$ cat config.mk
export PLATFORM = sky130hd
export DESIGN_NAME = avm_arbiter_2to1
export DESIGN_NICKNAME = d
export VERILOG_FILES = /design/src/rtl/avm_pkg.sv /design/src/rtl/avm_id_fifo.sv /design/src/rtl/avm_arbiter_2to1.sv
export SDC_FILE = /design/constraint.sdc
export NUM_CORES = 1
export LEC_CHECK = 0
export ABC_CLOCK_PERIOD_IN_PS = 3400
export BUFFER_PORTS_ARGS = -buffer_cell sky130_fd_sc_hd__buf_2
export CORE_UTILIZATION = 37
export DETAILED_ROUTE_END_ITERATION = 16
export PLACE_DENSITY = 0.79
export SKIP_LAST_GASP = 1
export SLEW_MARGIN = 20
export SYNTH_ARGS = -nofsm -noshare
export SYNTH_HDL_FRONTEND = slang
export SYNTH_HIERARCHICAL = 1
export SYNTH_SLANG_ARGS = --single-unit
$ cat constraint.sdc
create_clock -name clk -period 3.4 [get_ports clk]
set_input_delay 0.34 -clock clk [delete_from_list [all_inputs] [get_ports clk]]
set_output_delay 0.34 -clock clk [all_outputs]
set_load 0.005 [all_outputs]
$ cat src/rtl/avm_pkg.sv
// Shared Avalon-MM widths, master identifiers and arbiter state type.
package avm_pkg;

    localparam int unsigned AVM_AW  = 32;
    localparam int unsigned AVM_DW  = 16;
    localparam int unsigned AVM_BEW = 2;

    // Master identifier carried through the read-tracking FIFO.
    typedef logic avm_id_t;

    localparam avm_id_t AVM_ID_S0 = 1'b0;
    localparam avm_id_t AVM_ID_S1 = 1'b1;

    typedef enum logic {
        ARB_IDLE = 1'b0,
        ARB_HOLD = 1'b1
    } arb_state_t;

    // The master that is not 'id'; used for the round-robin hand-over.
    function automatic avm_id_t avm_other(input avm_id_t id);
        return ~id;
    endfunction

endpackage

$ cat src/rtl/avm_id_fifo.sv
// Read-owner FIFO: one ID per read accepted by the controller, popped in
// order as read responses come back.
module avm_id_fifo
    import avm_pkg::*;
#(
    parameter int unsigned DEPTH = 8,
    parameter int unsigned CNT_W = $clog2(DEPTH + 1)
) (
    input  logic             clk,
    input  logic             reset,
    input  logic             push,
    input  logic             pop,
    input  avm_id_t          din,
    output avm_id_t          dout,
    output logic             full,
    output logic             empty,
    output logic [CNT_W-1:0] count
);

    localparam int unsigned PTR_W = $clog2(DEPTH);

    avm_id_t          mem [DEPTH];
    logic [PTR_W-1:0] wr_ptr;
    logic [PTR_W-1:0] rd_ptr;
    logic             do_push;
    logic             do_pop;

    // Status flags and qualified push/pop. A push while full is only taken
    // when a pop frees the slot in the same cycle; a pop while empty is only
    // taken when it consumes the entry being pushed (head bypass below).
    always_comb begin
        full    = (count == CNT_W'(DEPTH));
        empty   = (count == '0);
        do_push = push & (~full | pop);
        do_pop  = pop & (~empty | push);
        dout    = empty ? din : mem[rd_ptr];
    end

    // Storage array; contents need no reset because count gates every read.
    always_ff @(posedge clk) begin
        if (do_push) begin
            mem[wr_ptr] <= din;
        end
    end

    // Pointers wrap naturally because DEPTH is a power of two.
    always_ff @(posedge clk) begin
        if (reset) begin
            wr_ptr <= '0;
            rd_ptr <= '0;
            count  <= '0;
        end else begin
            if (do_push) begin
                wr_ptr <= wr_ptr + PTR_W'(1);
            end
            if (do_pop) begin
                rd_ptr <= rd_ptr + PTR_W'(1);
            end
            case ({do_push, do_pop})
                2'b10:   count <= count + CNT_W'(1);
                2'b01:   count <= count - CNT_W'(1);
                default: count <= count;
            endcase
        end
    end

endmodule

$ cat src/rtl/avm_arbiter_2to1.sv
// Two-master to one-slave Avalon-MM arbiter for the SDRAM controller port.
// Commands pass through combinationally; read responses are steered back to
// the issuing master using an in-order ID FIFO.
module avm_arbiter_2to1
    import avm_pkg::*;
#(
    parameter int unsigned MAX_PENDING = 8,
    parameter int unsigned S0_PRIORITY = 0
) (
    input  logic               clk,
    input  logic               reset,

    input  logic               s0_read,
    input  logic               s0_write,
    input  logic [AVM_AW-1:0]  s0_address,
    input  logic [AVM_DW-1:0]  s0_writedata,
    input  logic [AVM_BEW-1:0] s0_byteenable,
    output logic               s0_waitrequest,
    output logic [AVM_DW-1:0]  s0_readdata,
    output logic               s0_readdatavalid,

    input  logic               s1_read,
    input  logic               s1_write,
    input  logic [AVM_AW-1:0]  s1_address,
    input  logic [AVM_DW-1:0]  s1_writedata,
    input  logic [AVM_BEW-1:0] s1_byteenable,
    output logic               s1_waitrequest,
    output logic [AVM_DW-1:0]  s1_readdata,
    output logic               s1_readdatavalid,

    output logic               m_read,
    output logic               m_write,
    output logic [AVM_AW-1:0]  m_address,
    output logic [AVM_DW-1:0]  m_writedata,
    output logic [AVM_BEW-1:0] m_byteenable,
    input  logic               m_waitrequest,
    input  logic [AVM_DW-1:0]  m_readdata,
    input  logic               m_readdatavalid,

    output logic               err_orphan
);

    localparam int unsigned FIFO_CNT_W = $clog2(MAX_PENDING + 1);

    arb_state_t            state_q, state_d;
    avm_id_t               owner_q, owner_d;
    avm_id_t               rr_q, rr_d;      // master preferred on next contention
    logic                  gnt_valid;
    avm_id_t               gnt_id;

    logic                  fifo_push;
    logic                  fifo_pop;
    avm_id_t               fifo_dout;
    logic                  fifo_full;
    logic                  fifo_empty;
    logic [FIFO_CNT_W-1:0] fifo_count;

    logic                  pop_live;
    logic                  read_room;
    logic                  cand0, cand1;
    logic                  has_head;

    // Candidate qualification: a read needs a free FIFO slot, or a slot
    // being freed by a response this very cycle.
    always_comb begin
        pop_live  = m_readdatavalid & (fifo_count != '0);
        read_room = ~fifo_full | pop_live;
        cand0     = s0_write | (s0_read & read_room);
        cand1     = s1_write | (s1_read & read_room);
    end

    // Next-state, grant selection and round-robin pointer update.
    always_comb begin
        state_d   = state_q;
        owner_d   = owner_q;
        rr_d      = rr_q;
        gnt_valid = 1'b0;
        gnt_id    = AVM_ID_S0;
        case (state_q)
            ARB_IDLE: begin
                if (cand0 | cand1) begin
                    gnt_valid = 1'b1;
                    if (cand0 & cand1) begin
                        gnt_id = (S0_PRIORITY != 0) ? AVM_ID_S0 : rr_q;
                    end else begin
                        gnt_id = cand1 ? AVM_ID_S1 : AVM_ID_S0;
                    end
                    if (m_waitrequest) begin
                        state_d = ARB_HOLD;
                        owner_d = gnt_id;
                    end else begin
                        rr_d = avm_other(gnt_id);
                    end
                end
            end
            ARB_HOLD: begin
                gnt_valid = 1'b1;
                gnt_id    = owner_q;
                if (!m_waitrequest) begin
                    state_d = ARB_IDLE;
                    rr_d    = avm_other(owner_q);
                end
            end
            default: begin
                state_d = ARB_IDLE;
            end
        endcase
    end

    // Arbiter state, owner and pointer registers.
    always_ff @(posedge clk) begin
        if (reset) begin
            state_q <= ARB_IDLE;
            owner_q <= AVM_ID_S0;
            rr_q    <= AVM_ID_S0;
        end else begin
            state_q <= state_d;
            owner_q <= owner_d;
            rr_q    <= rr_d;
        end
    end

    // Command mux: forward the granted master, zero everything otherwise.
    always_comb begin
        m_read       = 1'b0;
        m_write      = 1'b0;
        m_address    = '0;
        m_writedata  = '0;
        m_byteenable = '0;
        if (gnt_valid && !reset) begin
            if (gnt_id == AVM_ID_S1) begin
                m_read       = s1_read;
                m_write      = s1_write;
                m_address    = s1_address;
                m_writedata  = s1_writedata;
                m_byteenable = s1_byteenable;
            end else begin
                m_read       = s0_read;
                m_write      = s0_write;
                m_address    = s0_address;
                m_writedata  = s0_writedata;
                m_byteenable = s0_byteenable;
            end
        end
    end

    // Stall routing: the granted master sees the controller, the other is
    // held off; with no grant only a blocked (ineligible) request stalls.
    always_comb begin
        s0_waitrequest = 1'b1;
        s1_waitrequest = 1'b1;
        if (!reset) begin
            if (gnt_valid) begin
                s0_waitrequest = (gnt_id == AVM_ID_S0) ? m_waitrequest : 1'b1;
                s1_waitrequest = (gnt_id == AVM_ID_S1) ? m_waitrequest : 1'b1;
            end else begin
                s0_waitrequest = s0_read | s0_write;
                s1_waitrequest = s1_read | s1_write;
            end
        end
    end

    // Read tracking: push the owner on each accepted read, pop per response.
    always_comb begin
        fifo_push = m_read & ~m_waitrequest;
        fifo_pop  = m_readdatavalid & ~reset;
        has_head  = ~fifo_empty | fifo_push;
    end

    avm_id_fifo #(
        .DEPTH (MAX_PENDING),
        .CNT_W (FIFO_CNT_W)
    ) u_id_fifo (
        .clk   (clk),
        .reset (reset),
        .push  (fifo_push),
        .pop   (fifo_pop),
        .din   (gnt_id),
        .dout  (fifo_dout),
        .full  (fifo_full),
        .empty (fifo_empty),
        .count (fifo_count)
    );

    // Response routing: data is broadcast, valid goes only to the head owner.
    always_comb begin
        s0_readdata      = m_readdata;
        s1_readdata      = m_readdata;
        s0_readdatavalid = ~reset & m_readdatavalid & has_head & (fifo_dout == AVM_ID_S0);
        s1_readdatavalid = ~reset & m_readdatavalid & has_head & (fifo_dout == AVM_ID_S1);
    end

    // Sticky flag for a response that no outstanding read accounts for.
    always_ff @(posedge clk) begin
        if (reset) begin
            err_orphan <= 1'b0;
        end else if (m_readdatavalid && !has_head) begin
            err_orphan <= 1'b1;
        end
    end

endmodule
==> flow_metrics.env <==
export IMPL_status="completed"
export IMPL_cp_data_arrival_time_ps=3540
export IMPL_endpoint_kind="flip-flop"
export IMPL_p_int_mw=0.642
export IMPL_utilization_pct=48.6
export IMPL_synth_seq_area_share_pct=21.2
export IMPL_wl_met1_mm=3.08
export IMPL_num_rows=31
export IMPL_wl_met2_mm=4.01
export IMPL_wl_mm=7.74
export IMPL_synthDominantCellAreaShare_pct=15.3
export IMPL_comb_power_share_pct=50.3
export IMPL_required_ps=3570
export IMPL_h_tree_depth=1
export IMPL_power_mw=1.06
export IMPL_pwr_share_seq_pct=31.9
export IMPL_rsz0062_at_grt="true"
export IMPL_swShare_pct=39.6
export IMPL_worstHoldPathType="in -> reg"
export IMPL_synth_edf_count=8
export IMPL_async_reset_ff_share_pct=0
export IMPL_tightest_slew_ps=817
export IMPL_grt_max_degree=62
export IMPL_routedWlPerCell_um=13.6
export IMPL_die_y_um=88.1
export IMPL_netSwitchingPower_mw=0.421
export IMPL_cts_path_max_buffers=2
export IMPL_p_leak_nw=1.66
export IMPL_synth_cells=344
export IMPL_design_area_mm2=0.00351
export IMPL_overflow=0
export IMPL_reg2regPathDepth=14
export IMPL_ys_warn_count=6
export IMPL_slew_headroom_pct=45.5
export IMPL_hold_violations=0
export IMPL_path_max_fanout=4
export IMPL_maxCapViolCount=0
export IMPL_cts_buffers=3
export IMPL_cts_tree="done"
export IMPL_io_pins=213
export IMPL_start_kind="flip-flop"
export IMPL_ys_types=46
export IMPL_viasPerCell=4.95
export IMPL_worst_setup_path_type="reg -> reg"
export IMPL_clk_insertion_delay_late_ps=270
export IMPL_drt_pass1_iterations=5
export IMPL_core_mm2=0.00721
export IMPL_cts_sinks=25
export IMPL_die_area_mm2=0.00775
export IMPL_clk_pin_slew_ps=90
export IMPL_wl_met3_um=454
export IMPL_drc_errors=0
export IMPL_hold_path_depth=3
export IMPL_fp_dieW_um=88.1
export IMPL_powerDensity_mw_per_mm2=303
export IMPL_n_antenna_cell=0
export IMPL_maxSlewViolCount=0
export IMPL_dpl_hpwl_mm=5.90
export IMPL_layout_nets=602
export IMPL_synth_area_top_cells="a21oi_2 15%, dfxtp_1 12%, nand2_2 11%"
export IMPL_track_usage_pct=17.9
export IMPL_skew_ps=2.45
export IMPL_avgSynthCellArea_um2=7.97
export IMPL_ir_drop_uv=279
export IMPL_io_buffers=164
export IMPL_fin_hold_ws_ps=375
export IMPL_grt_pass1_vias=2384
export IMPL_initial_utilization_pct=38.0
export IMPL_period_needed_ps=3360
export IMPL_synth_largest_area_cell="a21oi_2"
export IMPL_clkPwrFrac_pct=17.8
export IMPL_timing_final_ws_setup_ps=38.0
export IMPL_finalSetupViolCount=0
export IMPL_gp_congestion=0.861
export IMPL_synth_area_mm2=0.00274
export IMPL_vias=2827
export IMPL_synth_ff_type="dfxtp_1"
export IMPL_fmax_mhz=297
export IMPL_cts_hold_buf=0
export IMPL_ant_nets=0
export IMPL_antenna_found_initial=0
export IMPL_dr_first_iter_drc_count=85
export IMPL_place_ws_ps=-55.0
export IMPL_synth_seq_cells=25
export IMPL_area_growth_pct=28.0
export IMPL_placed_cell_area_mm2=0.00338
export IMPL_grt_pass1_wl_mm=11.0
export IMPL_root_buffer="clkbuf_8"
export IMPL_drive_gt1_share_pct=64.0
export IMPL_fin_crit_sh_pct=98.9
export IMPL_syn_nets=473
export IMPL_routed_top_layer="met4"
==> Yosys cell counts, types with 2 or more instances <==
master / number
o211ai_1: 3
xor2_1: 6
dfxtp_1: 17
nor2_1: 20
nor3_1: 8
nor4_1: 3
buf_12: 5
nand2b_1: 4
ha_1: 5
nand3_1: 2
o31ai_1: 2
nand2_1: 63
nor2b_1: 4
buf_6: 2
mux2i_1: 6
nand2_2: 48
a21oi_1: 8
inv_1: 8
edfxtp_1: 8
clkbuf_1: 2
nor3b_1: 2
o21ai_0: 5
buf_4: 32
or4_1: 2
buf_2: 6
a21oi_2: 48
mux4_2: 2
o41a_1: 2
buf_1: 4
==> kinds of logic (layout without fill, tap and decap cells) <==
family | count (synthesis) | count (layout) | synth area share (%)
buffers and inverters | 60 | 188 | 16.8
AOI/OAI and AO/OA | 77 | 77 | 23.8
DFF | 25 | 25 | 21.2
muxes | 9 | 9 | 4.25
and+or+nand+nor | 161 | 161 | 29.4
adders and majority gates | 5 | 5 | 2.28
xor gates and xnor gates | 7 | 7 | 2.24
==> cells in the final DEF (no fill, tap or decap), types with 4 or more instances in the layout <==
master / Yosys / layout
mux2i_1: 6 / 6
buf_2: 6 / 164
nor2b_1: 4 / 4
inv_1: 8 / 6
o21ai_0: 5 / 5
dfxtp_1: 17 / 17
nor2_1: 20 / 20
a21oi_1: 8 / 5
buf_4: 32 / 10
xor2_1: 6 / 5
a21oi_2: 48 / 51
nand2_1: 63 / 62
nand2b_1: 4 / 4
nand2_2: 48 / 49
nor3_1: 8 / 7
edfxtp_1: 8 / 8
==> per-stage QoR <==
stage / setup TNS [ps] / instances
2_1_floorplan: 0 / 344
3_3_place_gp: 0 / 565
3_5_place_dp: -77.4 / 565
4_1_cts: 0 / 569
5_1_grt: -183 / 571
6_report: 0 / 571
==> metal layers <==
layer	vias up	global-route usage [%]
li1	1384	-
met1	1293	21.3
met2	127	31.9
met3	23	3.20
met4	0	7.04
met5	-	0
==> power by group through the flow <==
stage                     Sequential [mW]  Clock [mW]  Combinational, mW
after floorplan                     0.347           0              0.395
after global placement              0.344           0              0.502
after detailed placement            0.345           0              0.517
after CTS                           0.339       0.192              0.522
after global routing                0.341       0.204              0.593
final                               0.339       0.189              0.535
==> repair_timing <==
item | 4_1_cts | 5_1_grt
gates cloned | 0 | 0
resized for setup | 3 | 9
endpoints found under the setup margin | 2 | 6
pin swaps | 0 | 3
buffers inserted | 0 | 2
==> worst paths after layout <==
check	slack (ps)	startpoint	end
setup / recovery	40	u_id_fifo/count[0]	u_id_fifo/count[3]
hold / removal	380	m_waitrequest	state_q
setup reg to reg	40	u_id_fifo/count[0]	u_id_fifo/count[3]
hold reg to reg	490	err_orphan	err_orphan
==> worst max-delay path, cell delays in order (launching register included) <==
cell and delay [ps]:
dfxtp_1 320, or4b_4 570, inv_2 80, nand2b_1 120, a21oi_2 100, or4_4 450, nand3_4 110, nor3_4 60
o21ai_2 150, inv_2 80, ha_1 330, nor4b_2 270, o21ai_0 130, o31ai_1 110, mux2_2 370
==> layout make-up <==
| class | count | area, um^2 |
|---|---|---|
| flip-flops and latches | 25 | 581 |
| fillers | 701 | 3710 |
| multi-input cells | 259 | 1800 |
| clock buffers | 3 | 41.3 |
| well taps | 99 | 124 |
| repair buffers | 175 | 907 |
| clock inverters | 1 | 8.76 |
| inverters | 9 | 46.3 |
Power figures use the tool's default switching activity.
